### config.mk
export PLATFORM = sky130hd
export DESIGN_NAME = dsp_add64_seq
export DESIGN_NICKNAME = d
export VERILOG_FILES = /design/src/rtl/dsp_alu_pkg.sv /design/src/rtl/add_half_step.sv /design/src/rtl/dsp_add64_seq.sv
export SDC_FILE = /design/constraint.sdc
export NUM_CORES = 1
export LEC_CHECK = 0
export BUFFER_PORTS_ARGS = -buffer_cell sky130_fd_sc_hd__buf_2
export CAP_MARGIN = 10
export CORE_MARGIN = 2
export CORE_UTILIZATION = 30
export CTS_CLUSTER_SIZE = 12
export DETAILED_ROUTE_END_ITERATION = 7
export MAX_ROUTING_LAYER = met4
export PLACE_DENSITY = 0.6
export REMOVE_ABC_BUFFERS = 1
export SLEW_MARGIN = 15
export SYNTH_ARGS = -nofsm -noshare
export SYNTH_HDL_FRONTEND = slang
export SYNTH_SLANG_ARGS = --single-unit
### constraint.sdc
create_clock -name clk -period 3.9 [get_ports clk]
set_input_delay 0.195 -clock clk [delete_from_list [all_inputs] [get_ports clk]]
set_output_delay 0.195 -clock clk [all_outputs]
set_load 0.01 [all_outputs]
### src/rtl/dsp_alu_pkg.sv
// Shared types and constants for the sail-core DSP-ALU slice.
`timescale 1ns/1ps
package dsp_alu_pkg;

  localparam int unsigned HALF_W = 32;

  localparam logic OP_ADD = 1'b0;
  localparam logic OP_SUB = 1'b1;

  typedef enum logic [1:0] {
    IDLE = 2'd0,
    LO   = 2'd1,
    HI   = 2'd2,
    DONE = 2'd3
  } state_t;

endpackage

### src/rtl/add_half_step.sv
// One HALF_W-bit add/sub pass; B is inverted internally for subtraction.
`timescale 1ns/1ps
module add_half_step
  import dsp_alu_pkg::*;
#(
  parameter int unsigned W = HALF_W
) (
  input  logic [W-1:0] a,
  input  logic [W-1:0] b,
  input  logic         sub,
  input  logic         cin,
  output logic [W-1:0] sum,
  output logic         cout
);

  logic [W:0] full;

  always_comb begin
    full = {1'b0, a} + {1'b0, b ^ {W{sub}}} + {{W{1'b0}}, cin};
    sum  = full[W-1:0];
    cout = full[W];
  end

endmodule

### src/rtl/dsp_add64_seq.sv
// Two-pass 64-bit add/sub sequencer with valid/ready on both sides.
`timescale 1ns/1ps
module dsp_add64_seq #(
  parameter int unsigned HALF_W = 32
) (
  input  logic                  clk,
  input  logic                  rst_n,
  input  logic                  flush,
  input  logic                  in_valid,
  output logic                  in_ready,
  input  logic [2*HALF_W-1:0]   op_a,
  input  logic [2*HALF_W-1:0]   op_b,
  input  logic                  is_sub,
  output logic                  out_valid,
  input  logic                  out_ready,
  output logic [2*HALF_W-1:0]   result,
  output logic                  carry_out,
  output logic                  overflow,
  output logic                  busy
);
  import dsp_alu_pkg::*;

  localparam int unsigned FULL_W = 2 * HALF_W;

  state_t              state_q, state_d;
  logic [FULL_W-1:0]   a_q, b_q;
  logic                sub_q;
  logic                c_mid_q;
  logic [FULL_W-1:0]   result_q;
  logic                carry_q;
  logic                ovf_q;

  logic                accept;
  logic                hi_pass;
  logic [HALF_W-1:0]   step_a, step_b, step_sum;
  logic                step_cin, step_cout;

  // flush wins over acceptance, so in_ready is masked by it
  assign in_ready  = (state_q == IDLE) && !flush;
  assign accept    = in_valid && in_ready;
  assign out_valid = (state_q == DONE);
  assign busy      = (state_q != IDLE);
  assign result    = result_q;
  assign carry_out = carry_q;
  assign overflow  = ovf_q;

  always_comb begin
    state_d = state_q;
    unique case (state_q)
      IDLE:    if (accept) state_d = LO;
      LO:      state_d = HI;
      HI:      state_d = DONE;
      DONE:    if (out_ready) state_d = IDLE;
      default: state_d = IDLE;
    endcase
    if (flush) state_d = IDLE;
  end

  // One adder serves both passes; the low pass takes sub as its carry-in
  always_comb begin
    hi_pass  = (state_q == HI);
    step_a   = hi_pass ? a_q[FULL_W-1:HALF_W] : a_q[HALF_W-1:0];
    step_b   = hi_pass ? b_q[FULL_W-1:HALF_W] : b_q[HALF_W-1:0];
    step_cin = hi_pass ? c_mid_q : sub_q;
  end

  add_half_step #(.W(HALF_W)) u_step (
    .a    (step_a),
    .b    (step_b),
    .sub  (sub_q),
    .cin  (step_cin),
    .sum  (step_sum),
    .cout (step_cout)
  );

  always_ff @(posedge clk or negedge rst_n) begin
    if (!rst_n) begin
      state_q  <= IDLE;
      a_q      <= '0;
      b_q      <= '0;
      sub_q    <= OP_ADD;
      c_mid_q  <= 1'b0;
      result_q <= '0;
      carry_q  <= 1'b0;
      ovf_q    <= 1'b0;
    end else begin
      state_q <= state_d;
      if (accept) begin
        a_q   <= op_a;
        b_q   <= op_b;
        sub_q <= is_sub;
      end
      if (!flush && state_q == LO) begin
        result_q[HALF_W-1:0] <= step_sum;
        c_mid_q              <= step_cout;
      end
      if (!flush && state_q == HI) begin
        result_q[FULL_W-1:HALF_W] <= step_sum;
        carry_q <= step_cout ^ sub_q;
        ovf_q   <= (a_q[FULL_W-1] == (b_q[FULL_W-1] ^ sub_q)) &&
                   (step_sum[HALF_W-1] != a_q[FULL_W-1]);
      end
    end
  end

endmodule

==> results of run 1 <==
[sequential cells by signal (all words and copies together) (netlist names)]
signal,count
a_q,64
b_q,64
result,64
state_q,2
c_mid_q,1
carry_out,1
overflow,1
sub_q,1
[metal layers]
metal  GRT usage (%)  wire (um)
met1            22.0      13600
met2            26.5      13800
met3            4.16       1560
met4            5.46        666
met5               -          0
[worst paths after layout]
check / start / to / slack [ps] / cells past startpoint
worst max-delay path: state_q[0] / carry_out / 210 / 13
worst min-delay path: is_sub / sub_q / 20 / 2
worst max register to register: state_q[0] / carry_out / 210 / 13
worst min register to register: result[23] / result[23] / 480 / 2
max in group asynchronous: rst_n / b_q[52] / 2550 / 3
min in group asynchronous: rst_n / b_q[58] / 400 / 2
[critical path, stage by stage, from the launching register on]
cell and delay [ps]:
dfrtp_1 380, inv_1 120, ha_4 240, buf_4 130
buf_4 140, mux2i_1 330, xnor2_1 110, ha_1 390
nand2_1 160, or4_4 590, a2111oi_4 350, a211oi_1 120
or4b_1 470, nand3_1 90
[metrics by stage]
| step | area (um^2) | hold slack, ps | setup WS (ps) | utilization [%] | TNS, ps |
|---|---|---|---|---|---|
| 6_report | 14200 | 20.4 | 211 | 41.3 | 0 |
| 2_1_floorplan | 10200 | -101 | -1460 | - | -100570 |
| 3_3_place_gp | 12200 | 357 | 174 | 35.4 | 0 |
| 3_5_place_dp | 12200 | 366 | 108 | 35.4 | 0 |
| 5_1_grt | 14200 | 26.9 | -11.6 | 41.3 | -11.6 |
| 4_1_cts | 14100 | 19.1 | 64.5 | 41.0 | 0 |
[logic make-up (layout without fill, tap and decap cells)]
family | Yosys count | in the layout
AO/OA/AOI/OAI | 189 | 189
AND/OR/NAND/NOR | 187 | 187
adder cells (fa/ha/maj) | 37 | 37
multiplexers | 197 | 197
buffers and inverters | 72 | 425
flip-flops | 198 | 198
XOR/XNOR | 57 | 57
other | 0 | 1
[synth_stat cells (all sizes together), types with 5 or more instances]
master,number,area [um^2]
a211oi,10,80.1
o21ai,73,369
nor2,25,93.8
mux2,162,1820
a21o,14,105
nand3,15,75.1
a2111oi,6,77.6
dfrtp,198,4950
nor2b,5,31.3
nand2,96,360
o31ai,9,67.6
inv,15,56.3
nand4,5,31.3
nor3,17,85.1
buf,16,65.1
xnor2,43,377
xor2,14,123
mux2i,35,350
o211ai,11,87.6
ha,35,438
nand2b,5,31.3
a21oi,35,186
clkbuf,41,155
or3,6,37.5
[what timing repair did]
| action | in CTS | in global routing |
|---|---|---|
| hold endpoints to repair | 225 | 0 |
| endpoints found under the setup margin | 0 | 19 |
| gates resized for setup | 0 | 12 |
| hold buffers | 130 | 0 |
| buffers inserted | 0 | 5 |
[final cells by class]
class	count	area, um^2
clock inverters	15	205
inverters	15	56.3
clock buffers	17	425
repair buffers	378	2730
diodes	1	2.50
flip-flops and latches	198	4960
multi-input cells	667	5300
fillers	3341	20200
well taps	455	569
==> metrics.cfg, run 1 <==
[yosys]
synth-edff-count=0
ys_types=58
synth_compound_area_share_pct=11.8
synthArstFlopShare_pct=100
avgSynthCellArea_um2=11.2
synth.yosys.seq_area_share_pct=47.4
synth_mux_area_share_pct=20.8
synth-simple-area-share_pct=8.05
synth_top_flop_cell=dfrtp_1
ys_warn_count=0
synth_top_family_by_area=multiplexers
synth_fa_ha_area_share_pct=4.57
synth_xor_area_share_pct=4.77
ys_ff_latch=198
syn_inst=937
synth_area_um2=10500

[layout]
nNetsFinal=1448
finalNonFillerCells=1746
area_delta_synth_final_pct=36.2
layout_common_cells=buf_2, dfrtp_1, mux2_2
final_common_cell=buf_2
drive_gt1_share_pct=35.8

[floorplan]
io_pins=203
core_um2=34500
dieArea_um2=36400
die_width_um=191
initial_core_util_pct=30.3
rows=68
die_y_um=191

[worst_hold_path]
min_path_type=in2reg

[sta]
slew_headroom_pct=38.1
slew_violations=0
final.period_utilization_pct=94.6
tightest_slew_ps=926
fin_worst_skew_ps=14.4
fmax_mhz=271
setup_viol=0
hold_viol=0
finalCriticalPeriod_ps=3690

[placed_design]
port_buffers=202
hpwlAfterDp_mm=21.3
placed_cells=1577
place_congestion=0.890

[setup_path]
critPathArrivalTime_ps=4080
startpoint_type=flip-flop
worstSetupPathType=reg2reg
path_max_fanout=9
cp.required_ps=4290
worstSetupEndpointType=flip-flop

[cts]
cts_tree=yes
clock_path_buffers=2
clockRootBuffer=clkbuf_16
clk_latency_ps=460
htreeDepth=4
cts_sinks=198
cts_buffers=17
clk_pin_slew_worst_paths_ps=80

[route]
vias_per_cell=4.78
drtPass1Iterations=5
routed_wl_mm=29.7
num_vias=8349
drt-initial-drc-count=390
wl_per_cell_um=17.0
drtAntennaViolNets=0
drc_errors=0

[global_route]
grt_max_degree=99
antenna_found_initial=1
grt_usage_pct=17.1
grt_pass1_wl_mm=46.5
grt_pass1_vias=8567
grt-ovfl-total=0

[run]
max-cap-violations=0

[run_status]
status=finished, final reports clean

Power of run 1 is left out: the tool's default activity adds up to more than one toggle a clock period on the data nets, which glitch-free logic cannot reach.
==> run 2: changes to the inputs <==
- CELL_PAD_IN_SITES_DETAIL_PLACEMENT: not set -> 1
- CELL_PAD_IN_SITES_GLOBAL_PLACEMENT: not set -> 2
- PLACE_DENSITY: 0.6 -> 0.81
==> run 2 against run 1 <==
Net effect:
- sequential share of layout area grew 0.12 points
- cell area shrank 0.35%
- first-iteration DRC count shrank 17%
- register-to-register slack lost 40 ps
- flip-flop and latch count is the same
- critical path depth is the same
- routed wire length grew 11%
- non-clock buffer count shrank 1
- critical endpoint unchanged
==> metrics.cfg, run 2 (synthesis results as in run 1) <==
[run_status]
status=finished, final reports clean

[route]
wl_met3_mm=1.04  ; -34%
dr_wl_met2_mm=16.3  ; +18%
drtAntennaViolNets=0  ; unchanged
wl_met1_mm=15.0  ; +10%
top_layer=met4
routed_wl_mm=33.0  ; +11%
wl_per_cell_um=18.9  ; +11%
drt-initial-drc-count=324  ; -17%
drc_errors=0  ; unchanged
num_vias=8410  ; +0.73%
drtPass1Iterations=4  ; -1
vias_per_cell=4.82  ; +0.79%

[layout]
drive_gt1_share_pct=36.0  ; +0.18 points
finalNonFillerCells=1745  ; -0.057%
nNetsFinal=1447  ; -0.069%
area_delta_synth_final_pct=35.7
fillers=3813  ; +14%
layout_common_cells=buf_2, dfrtp_1, mux2_2
register_area_um2=4960  ; unchanged
design_area_um2=14200  ; -0.35%
final_common_cell=buf_2
multi_input_area_um2=5320  ; +0.38%

[sta]
tightest_slew_ps=923  ; -3.12 ps
final.period_utilization_pct=95.7  ; +1.1 points
finalCriticalPeriod_ps=3730  ; +42.5 ps
setup_viol=0  ; unchanged
slew_headroom_pct=38.5  ; +0.34 points
hold_viol=0  ; unchanged
fin_worst_skew_ps=9.90  ; -4.51 ps
fmax_mhz=268  ; -1.1%
hold_slack_ps=144  ; +124 ps
slew_violations=0  ; unchanged
final.setup.worst_slack_ps=169  ; -42.5 ps

[cts]
clockRootBuffer=clkbuf_16
htreeDepth=4  ; unchanged
cts_buffers=17  ; unchanged
cts_sinks=198  ; unchanged
clk_latency_ps=450  ; about the same
cts_tree=yes
clock_path_buffers=2  ; unchanged
clk_pin_slew_worst_paths_ps=70  ; about the same

[setup_path]
worst-path-buf-inv=3  ; unchanged
path_max_fanout=26  ; +17
critPathArrivalTime_ps=4110  ; +30 ps
worstSetupEndpointType=flip-flop
crit_family=simple AND/OR/NAND/NOR gates
startpoint_type=flip-flop
worstSetupPathType=reg2reg
slowest_stage=or4b_1
cpMostUsedCell=nand3_1
cp.required_ps=4280  ; about the same
path_cells=inv_1, ha_4, buf_12, mux2_2, ha_1, nand3_1, nor3_2, o211ai_1, buf_4, a2111oi_4, a211oi_2, or4b_1, nand3_1
cpPeakStageDelay_ps=490  ; -100 ps

[floorplan]
initial_core_util_pct=30.3  ; unchanged
rows=68  ; unchanged
die_y_um=191  ; unchanged
die_width_um=191  ; unchanged
io_pins=203  ; unchanged
core_um2=34500  ; unchanged
dieArea_um2=36400  ; unchanged

[run]
max-cap-violations=0  ; unchanged

[placed_design]
placed_cells=1579  ; +0.13%
port_buffers=202  ; unchanged
place_congestion=0.861  ; -3.3%
pre_cts_ws_ps=-124  ; -232 ps
placed_area_um2=12200  ; +0.23%
hpwlAfterDp_mm=22.8  ; +7.2%

[global_route]
grt_usage_pct=19.2  ; +2.1 points
grt_max_degree=106  ; +7.1%
grt-ovfl-total=0  ; unchanged
grt_pass1_wl_mm=51.9  ; +12%
antenna_found_initial=1  ; unchanged
grt_pass1_vias=9302  ; +8.6%

[worst_hold_path]
min_path_type=in2reg

## run 2: cell types whose count changed in the layout (fill, tap and decap cells not counted), moves of 2 or more
cell        change
a21oi_1         -2
a21oi_2         +2
buf_12          +2
inv_6           +2
clkinv_8        -5
buf_4           -2
clkinv_2        +2
clkinvlp_4      +2
## run 2: stage by stage
step                util, %  setup TNS (ps)
floorplan                 -         -100570
global placement       35.5               0
detailed placement     35.5            -272
CTS                    41.0               0
global route           41.2           -18.7
finish                 41.2               0
## run 2: metal layers
layer	GRT usage [%]	up-vias
li1	-	4035
met3	2.93	32
met4	5.52	0
met1	24.3	4182
met2	32.0	161
met5	-	-
## run 2: final cells by class
class	instances	area share, %
multi-input combinational	667	37.5
sequential	198	34.9
timing repair buffer	377	19.1
tap	455	4.01
clock buffer	18	3.09
clock inverter	14	0.979
inverter	15	0.397
antenna	1	0.0176
## run 2: worst paths after layout
| path | from | endpoint | slack (ps) | depth (start not counted) |
|---|---|---|---|---|
| max | state_q[0] | carry_out | 170 | 13 |
| min | out_ready | state_q[0] | 140 | 4 |
| max reg2reg | state_q[0] | carry_out | 170 | 13 |
| min in group asynchronous | rst_n | b_q[25] | 400 | 2 |
| min reg2reg | result[40] | result[40] | 480 | 2 |
| max in group asynchronous | rst_n | sub_q | 2440 | 3 |
## run 2: repair_timing
item | 4_1_cts | 5_1_grt
pin swaps | 0 | 4
hold buffers | 131 | 0
endpoints found under the hold margin | 223 | 0
setup endpoints to repair | 6 | 22
gates resized for setup | 3 | 12
buffers inserted | 0 | 2
cloned | 0 | 0
## run 2: worst register-to-register path, stage by stage (launching register included)
cell       delay (ps)
dfrtp_1           380
inv_1             110
ha_4              210
buf_12            220
mux2_2            380
ha_1              430
nand3_1           150
nor3_2            320
o211ai_1          230
buf_4             190
a2111oi_4         360
a211oi_2          110
or4b_1            490
nand3_1            90
Power of run 2 is left out for the same reason.
==> run 3: changes to the inputs <==
- GPL_TIMING_DRIVEN: not set -> 1
- RECOVER_POWER: not set -> 50
==> run 3 against run 2 <==
Net effect:
- the flow now finishes with violations (max-capacitance violations, max-slew violations)
- count of clock-buffer cells in the layout unchanged
- sequential share of layout area up 0.26 points
- global-route usage is the same
- flip-flop and latch count unchanged
- cell area shrank 0.74%
- register-to-register slack is essentially flat
- maximum frequency is essentially flat
- final cell count is the same
- die area is the same
- via count barely moved
- non-clock buffer count unchanged
- critical endpoint unchanged
==> metrics.cfg, run 3 (synthesis results as in run 1) <==
[run_status]
status=finished, violations left
violations=max-capacitance violations, max-slew violations

[global_route]
grt-ovfl-total=0  ; unchanged
grt_pass1_wl_mm=51.9  ; unchanged
grt_pass1_vias=9302  ; unchanged
grt_max_degree=106  ; unchanged
antenna_found_initial=1  ; unchanged
grt_usage_pct=19.2  ; unchanged

[layout]
finalNonFillerCells=1745  ; unchanged
drive_gt1_share_pct=30.7  ; -5.3 points
area_delta_synth_final_pct=34.7
nNetsFinal=1447  ; unchanged
fillers=3835  ; +0.58%
layout_common_cells=dfrtp_1, mux2_2, buf_2
design_area_um2=14100  ; -0.74%
final_common_cell=dfrtp_1

[cts]
cts_buffers=17  ; unchanged
cts_sinks=198  ; unchanged
clockRootBuffer=clkbuf_16
clk_latency_ps=450  ; about the same
htreeDepth=4  ; unchanged
clk_pin_slew_worst_paths_ps=70  ; about the same
cts_tree=yes
clock_path_buffers=2  ; unchanged

[floorplan]
die_y_um=191  ; unchanged
io_pins=203  ; unchanged
core_um2=34500  ; unchanged
die_width_um=191  ; unchanged
rows=68  ; unchanged
initial_core_util_pct=30.3  ; unchanged
dieArea_um2=36400  ; unchanged

[sta]
final.period_utilization_pct=95.6  ; about the same
fin_worst_skew_ps=10.2  ; +0.350 ps
setup_tns_ps=0  ; unchanged
finalCriticalPeriod_ps=3730  ; -2.48 ps
tightest_slew_ps=2460  ; +1530 ps
setup_viol=0  ; unchanged
hold_viol=0  ; unchanged
slew_headroom_pct=-63.8  ; -100 points
fmax_mhz=268  ; about the same
slew_violations=95  ; +95

[setup_path]
slowest_stage=or4b_1
worstSetupPathType=reg2reg
rrSetupSlack_ps=170  ; about the same
cp.required_ps=4280  ; about the same
startpoint_type=flip-flop
cpMostUsedCell=nand3_1
critPathArrivalTime_ps=4110  ; about the same
cpPeakStageDelay_ps=490  ; about the same
path_max_fanout=26  ; unchanged
worstSetupEndpointType=flip-flop
path_cells=inv_1, ha_4, buf_12, mux2_2, ha_1, nand3_1, nor3_2, o211ai_1, buf_4, a2111oi_4, a211oi_2, or4b_1, nand3_1

[route]
routed_wl_mm=33.0  ; +0.24%
drt-initial-drc-count=292  ; -9.9%
wl_met1_mm=15.1  ; +0.58%
wl_per_cell_um=18.9  ; +0.24%
drtAntennaViolNets=0  ; unchanged
num_vias=8406  ; -0.048%
vias_per_cell=4.82  ; about the same
wl_met3_mm=1.02  ; -1.5%
dr_wl_met2_mm=16.3  ; about the same
drc_errors=0  ; unchanged
top_layer=met4
drtPass1Iterations=4  ; unchanged

[placed_design]
hpwlAfterDp_mm=22.8  ; unchanged
placed_cells=1579  ; unchanged
place_congestion=0.861  ; unchanged
placed_area_um2=12200  ; unchanged
port_buffers=202  ; unchanged

[worst_hold_path]
min_path_type=in2reg

[run]
max-cap-violations=1  ; +1

-- run 3: cell types whose count changed in the layout (fill, tap and decap cells not counted), sizes merged --
cell | previous run | this run
buf | 245 | 177
clkbuf | 19 | 87
-- run 3: per-stage QoR --
step	hold slack, ps	util, %	setup slack (ps)
final	147	40.9	171
after global routing	155	40.9	-18.0
after CTS	129	41.0	65.4
after detailed placement	337	35.5	-124
after global placement	334	35.5	1.18
after floorplan	-101	-	-1460
-- run 3: path summary, 6_finish.rpt --
kind | startpoint | end | depth (start not counted)
setup / recovery | state_q[0] | carry_out | 13
hold / removal | out_ready | state_q[0] | 4
setup reg to reg | state_q[0] | carry_out | 13
hold reg to reg | result[40] | result[40] | 2
max in group asynchronous | rst_n | sub_q | 3
min in group asynchronous | rst_n | b_q[26] | 2
-- run 3: cell type report --
cell class,instances,area (um^2),area share (%)
clock inverter,14,139,0.986
multi-input combinational,667,5320,37.7
clock buffer,18,439,3.12
timing repair buffer,377,2610,18.5
antenna,1,2.50,0.0178
sequential,198,4960,35.2
inverter,15,56.3,0.400
tap,455,569,4.04
-- run 3: timing repair --
item,in CTS,in global routing
gates resized for setup,3,12
endpoints found under the hold margin,223,0
setup buffers,0,2
pin swaps,0,4
hold buffers,131,0
setup endpoints to repair,6,22
-- run 3: critical path, delay by kind of cell, from the launching register on --
kind,cells,cell delay [ps]
buffers and inverters,3,520
multiplexers,1,370
adder cells (fa/ha/maj),2,630
flip-flops,1,380
AND/OR/NAND/NOR,4,1050
AO/OA/AOI/OAI,3,690
-- run 3: per-layer routing --
layer,global-route usage [%],vias up
met5,-,-
met3,2.93,31
met2,32.0,162
met1,24.3,4176
met4,5.52,0
li1,-,4037
Power of run 3 is left out for the same reason.
